$ cat src/rtl/aes128_pkg.sv
// Shared AES column-mixing constants, FSM state type and GF(2^8) helpers.
package aes128_pkg;

    localparam logic [7:0] AES_POLY  = 8'h1B;
    localparam int         BYTE_W    = 8;
    localparam int         COL_W     = 32;
    localparam int         N_COL     = 4;
    localparam int         STATE_W   = 128;
    localparam int         COL_IDX_W = 2;

    typedef enum logic {
        IDLE = 1'b0,
        CALC = 1'b1
    } state_t;

    // GF(2^8) multiply, reducing with xtime after every shift so no carry escapes.
    function automatic logic [BYTE_W-1:0] gf_mul(input logic [BYTE_W-1:0] a,
                                                 input logic [BYTE_W-1:0] b);
        logic [BYTE_W-1:0] acc;
        logic [BYTE_W-1:0] x;
        acc = 8'h00;
        x   = a;
        for (int i = 0; i < BYTE_W; i++) begin
            if (b[i]) begin
                acc = acc ^ x;
            end else begin
                acc = acc;
            end
            x = {x[6:0], 1'b0} ^ (x[7] ? AES_POLY : 8'h00);
        end
        return acc;
    endfunction

    // Coefficient for a byte k rows below the output row (circulant matrix).
    function automatic logic [BYTE_W-1:0] mix_coef(input logic inv, input logic [1:0] k);
        logic [BYTE_W-1:0] c;
        case (k)
            2'd0:    c = inv ? 8'h0E : 8'h02;
            2'd1:    c = inv ? 8'h0B : 8'h03;
            2'd2:    c = inv ? 8'h0D : 8'h01;
            2'd3:    c = inv ? 8'h09 : 8'h01;
            default: c = 8'h00;
        endcase
        return c;
    endfunction

endpackage

$ cat src/rtl/mixcol_word.sv
// Combinational single-column (Inv)MixColumns; inv_i=1 selects the inverse matrix.
module mixcol_word
    import aes128_pkg::*;
(
    input  logic [COL_W-1:0] col_i,
    input  logic             inv_i,
    output logic [COL_W-1:0] col_o
);

    // Each output row is the XOR of all four rows weighted by the rotated coefficients.
    always_comb begin
        col_o = '0;
        for (int r = 0; r < N_COL; r++) begin
            for (int j = 0; j < N_COL; j++) begin
                col_o[BYTE_W*r +: BYTE_W] = col_o[BYTE_W*r +: BYTE_W] ^
                    gf_mul(mix_coef(inv_i, 2'(j - r)), col_i[BYTE_W*j +: BYTE_W]);
            end
        end
    end

endmodule

$ cat src/rtl/inv_mixcolumn.sv
// Iterative 128-bit InvMixColumns, one column per cycle; forward MixColumns on
// decrypt_i=0 when INV_MIXCOLUMN_FWD_MIXCOL_EN is defined.
module inv_mixcolumn
    import aes128_pkg::*;
(
    input  logic               clk,
    input  logic               rst_n,
    input  logic               start_i,
    input  logic               decrypt_i,
    input  logic [STATE_W-1:0] data_i,
    output logic [STATE_W-1:0] data_o,
    output logic               ready_o,
    output logic               busy_o
);

    state_t                 state_q, state_d;
    logic [COL_IDX_W-1:0]   col_q, col_d;
    logic [STATE_W-1:0]     in_q, in_d;
    logic [STATE_W-1:0]     res_q, res_d;
    logic [STATE_W-1:0]     out_q, out_d;
    logic                   ready_q, ready_d;
    logic                   accept_s;
    logic                   inv_mode_s;
    logic [COL_W-1:0]       word_in_s;
    logic [COL_W-1:0]       word_out_s;

    assign accept_s  = (state_q == IDLE) && start_i;
    assign word_in_s = in_q[{col_q, 5'd0} +: COL_W];

`ifdef INV_MIXCOLUMN_FWD_MIXCOL_EN
    logic dec_q, dec_d;

    // Mode is captured only when a request is accepted.
    always_comb begin
        dec_d = accept_s ? decrypt_i : dec_q;
    end

    // Mode register.
    always_ff @(posedge clk or negedge rst_n) begin
        if (!rst_n) begin
            dec_q <= 1'b1;
        end else begin
            dec_q <= dec_d;
        end
    end

    assign inv_mode_s = dec_q;
`else
    logic unused_decrypt_s;
    assign unused_decrypt_s = decrypt_i;
    assign inv_mode_s       = 1'b1;
`endif

    mixcol_word u_mixcol_word (
        .col_i (word_in_s),
        .inv_i (inv_mode_s),
        .col_o (word_out_s)
    );

    // Next-state, column sequencing and result assembly.
    always_comb begin
        state_d = state_q;
        col_d   = col_q;
        in_d    = in_q;
        res_d   = res_q;
        out_d   = out_q;
        ready_d = 1'b0;
        case (state_q)
            IDLE: begin
                if (start_i) begin
                    in_d    = data_i;
                    col_d   = 2'd0;
                    state_d = CALC;
                end else begin
                    state_d = IDLE;
                end
            end
            CALC: begin
                res_d[{col_q, 5'd0} +: COL_W] = word_out_s;
                col_d = col_q + 2'd1;
                // Last column bypasses res_q so the block completes on this edge.
                if (col_q == 2'd3) begin
                    out_d   = {word_out_s, res_q[3*COL_W-1:0]};
                    ready_d = 1'b1;
                    state_d = IDLE;
                end else begin
                    state_d = CALC;
                end
            end
            default: begin
                state_d = IDLE;
            end
        endcase
    end

    // Datapath and control registers.
    always_ff @(posedge clk or negedge rst_n) begin
        if (!rst_n) begin
            state_q <= IDLE;
            col_q   <= 2'd0;
            in_q    <= '0;
            res_q   <= '0;
            out_q   <= '0;
            ready_q <= 1'b0;
        end else begin
            state_q <= state_d;
            col_q   <= col_d;
            in_q    <= in_d;
            res_q   <= res_d;
            out_q   <= out_d;
            ready_q <= ready_d;
        end
    end

    assign data_o  = out_q;
    assign ready_o = ready_q;
    assign busy_o  = (state_q == CALC);

endmodule

$ cat config.mk
export PLATFORM = sky130hd
export DESIGN_NAME = inv_mixcolumn
export DESIGN_NICKNAME = d
export VERILOG_FILES = /design/src/rtl/aes128_pkg.sv /design/src/rtl/mixcol_word.sv /design/src/rtl/inv_mixcolumn.sv
export SDC_FILE = /design/constraint.sdc
export NUM_CORES = 1
export LEC_CHECK = 0
export CAP_MARGIN = 20
export CORE_UTILIZATION = 60
export DETAILED_ROUTE_END_ITERATION = 6
export GPL_TIMING_DRIVEN = 0
export HOLD_SLACK_MARGIN = 0.08
export PLACE_DENSITY = 0.95
export SYNTH_ARGS = -nofsm -noshare
export SYNTH_HDL_FRONTEND = slang
export SYNTH_HIERARCHICAL = 1
export SYNTH_SLANG_ARGS = --single-unit
$ cat constraint.sdc
create_clock -name clk -period 8.6 [get_ports clk]
set_input_delay 1.72 -clock clk [delete_from_list [all_inputs] [get_ports clk]]
set_output_delay 1.72 -clock clk [all_outputs]
set_load 0.005 [all_outputs]
==> results.cfg <==
[global_routing]
grt_max_degree = 132
grt_util_all_layers = 0.334
grt_overflow = 0
grt_pass1_vias = 13294
grt_pass1_wl_um = 78300
antenna_found_initial = 0

[setup_path]
cp_top_family = XOR/XNOR gates
worst-path-max-fanout = 10
worstReg2RegEnd = res_q[3]
rr_startpoint = col_q[1]
crit_start = col_q[1]
cp.arrival_ns = 5.19
cp_slowest_cell = clkbuf_1
slowest_delay_ns = 0.64
critical_path_class = reg2reg
required_ns = 9.05
worstSetupStartpointType = flop
cp.depth = 11
crit_end = res_q[3]
crit_buf_inv = 2
reg2reg_setup_slack_ns = 3.86
crit_chain = buf_2 -> clkbuf_1 -> mux4_2 -> ha_1 -> xnor2_1 -> xor2_1 -> xnor2_1 -> xnor3_1 -> xnor2_1 -> nand3_1 -> o2bb2ai_2
r2r_cells = 11
cp-end-kind = flop
crit_top_cell = xnor2_1

[sta]
fin_crit_sh = 0.551
drv_slew = 0
hold_violations = 0
slew_headroom = 0.227
period_needed_ns = 4.74
timing.fmax_ghz = 0.211
worst_pin_slew_ns = 1.15
skew_ns = 0.0240
holdWs_ns = 0.493
finalSetupViolCount = 0
rsz0062_at_grt = false

[routing]
wl_per_cell_um = 24.5
routed_via_density = 6.05
drt-initial-drc-count = 944
drtAntennaViolNets = 0
firstDrtPassIters = 4
vias = 12399
drc = 0
drt-total-wl_um = 50200

[layout]
final_nets = 1798
final_layout_size_suffix_gt1_frac = 0.303
layout_commonest_cell = dfrtp_1
area_growth_pct = 24.7
n_antenna_cell = 0
final_cell_mix = dfrtp_1 (356), clkdlybuf4s50_1 (259), mux2_2 (258), xnor2_1 (152), o2bb2ai_2 (70)

[synthesis]
synthCells = 1307
synth.avg_cell_area_um2 = 14.0
ys_seq_area_frac = 0.487
yosysWarnings = 6
ys_dominant_reg_cell = dfrtp_1
synth.cell_area_mm2 = 0.0183
ys_seq_elements = 356
ys_types = 36
async_flop_share = 1.00
synth_edf_count = 0

[cts]
insertion_delay_ns = 0.54
clockBufferDepth = 3
clock_sinks = 356
post_cts.repair.setup_buffers = 0
post_cts_resize_count = 0
numCtsBuffers = 37
cts_root_buf = clkbuf_16
cts_tree = built
hold_buffers = 0
h-tree-depth = 2
path_clk_slew_ns = 0.07

[floorplan]
start_util = 0.613
io-pin-count = 262
dieArea_mm2 = 0.0312
rows = 63
die-width_um = 177
core_mm2 = 0.0298
die_h_um = 177

[placement]
globalplace.congestion = 0.961
port_buffers = 260
dp_hpwl_um = 36400

[run_status]
status = completed

[hold_path]
hp-class = reg2reg

[flow_run]
maxCapViolCount = 0
-- through the flow --
stage                     instance area [um^2]  TNS (ns)  utilization  setup WS, ns  cells
after global routing                     22800         0        0.765          3.79   2051
after floorplan                          18400         0            -          5.36   1336
final                                    22800         0        0.765          3.86   2051
after global placement                   21500  -3107.19        0.721         -8.76   1986
after CTS                                22800         0        0.765          3.96   2051
after detailed placement                 21500         0        0.723          4.01   1988
-- worst min path at each step --
| stage | startpoint | end | slack, ns | cells past startpoint |
|---|---|---|---|---|
| finish | res_q[21] | res_q[21] | 0.49 | 1 |
| global route | res_q[21] | res_q[21] | 0.51 | 1 |
| CTS | res_q[21] | res_q[21] | 0.49 | 1 |
| detailed placement | res_q[20] | res_q[20] | 0.47 | 1 |
| global placement | res_q[31] | res_q[31] | 0.47 | 1 |
| floorplan | res_q[0] | res_q[0] | 0.45 | 1 |
-- cells in the mapped netlist, drive strengths merged, types with 17 or more instances --
| master | n | area [um^2] |
|---|---|---|
| inv | 17 | 63.8 |
| nand2 | 39 | 146 |
| buf | 91 | 664 |
| clkbuf | 20 | 75.1 |
| o2bb2ai | 96 | 1280 |
| nand4 | 32 | 200 |
| mux4 | 32 | 721 |
| mux2 | 258 | 2910 |
| nand4b | 32 | 280 |
| xnor2 | 153 | 1350 |
| nand3 | 33 | 165 |
| ha | 29 | 363 |
| xor2 | 48 | 462 |
| dfrtp | 356 | 8910 |
-- final cells by class --
| cell class | count | area [um^2] |
|---|---|---|
| timing repair buffer | 262 | 2660 |
| buffer | 111 | 739 |
| fill | 1732 | 7010 |
| inverter | 17 | 63.8 |
| clock inverter | 12 | 218 |
| sequential | 356 | 8910 |
| multi-input combinational | 852 | 8670 |
| clock buffer | 51 | 1040 |
| tap | 390 | 488 |
-- per-layer routing --
metal  vias up  part of all wire  wire [um]  global-route usage
met3       153             0.081       4060              0.0732
met4         0             0.049       2450               0.162
li1       5291                 -          -                   -
met5         -                 0          0                   0
met1      6355              0.38      18900               0.410
met2       600              0.49      24800               0.559
-- worst reg2reg max path: stages (launching register included) --
cell       delay [ns]
dfrtp_1          0.43
buf_2            0.22
clkbuf_1         0.64
mux4_2           0.51
ha_1             0.27
xnor2_1          0.47
xor2_1           0.15
xnor2_1          0.42
xnor3_1          0.50
xnor2_1          0.64
nand3_1          0.24
o2bb2ai_2        0.18
-- flip-flops by register name (all words and copies together) (netlist names) --
register / flops
col_q: 2
data_o: 128
busy_o: 1
ready_o: 1
res_q: 96
in_q: 128
-- logic make-up after synthesis --
family                     after synthesis  synth area share
AOI/OAI and AO/OA                      119            0.0767
adders and majority gates               29            0.0199
DFF                                    356             0.487
buffers and inverters                  128            0.0440
other                                    1          0.000205
and+or+nand+nor                        153            0.0483
muxes                                  306             0.207
xor gates and xnor gates               215             0.116
Power is left out: the tool's default activity adds up to more than one toggle a clock period on the data nets, which glitch-free logic cannot reach.
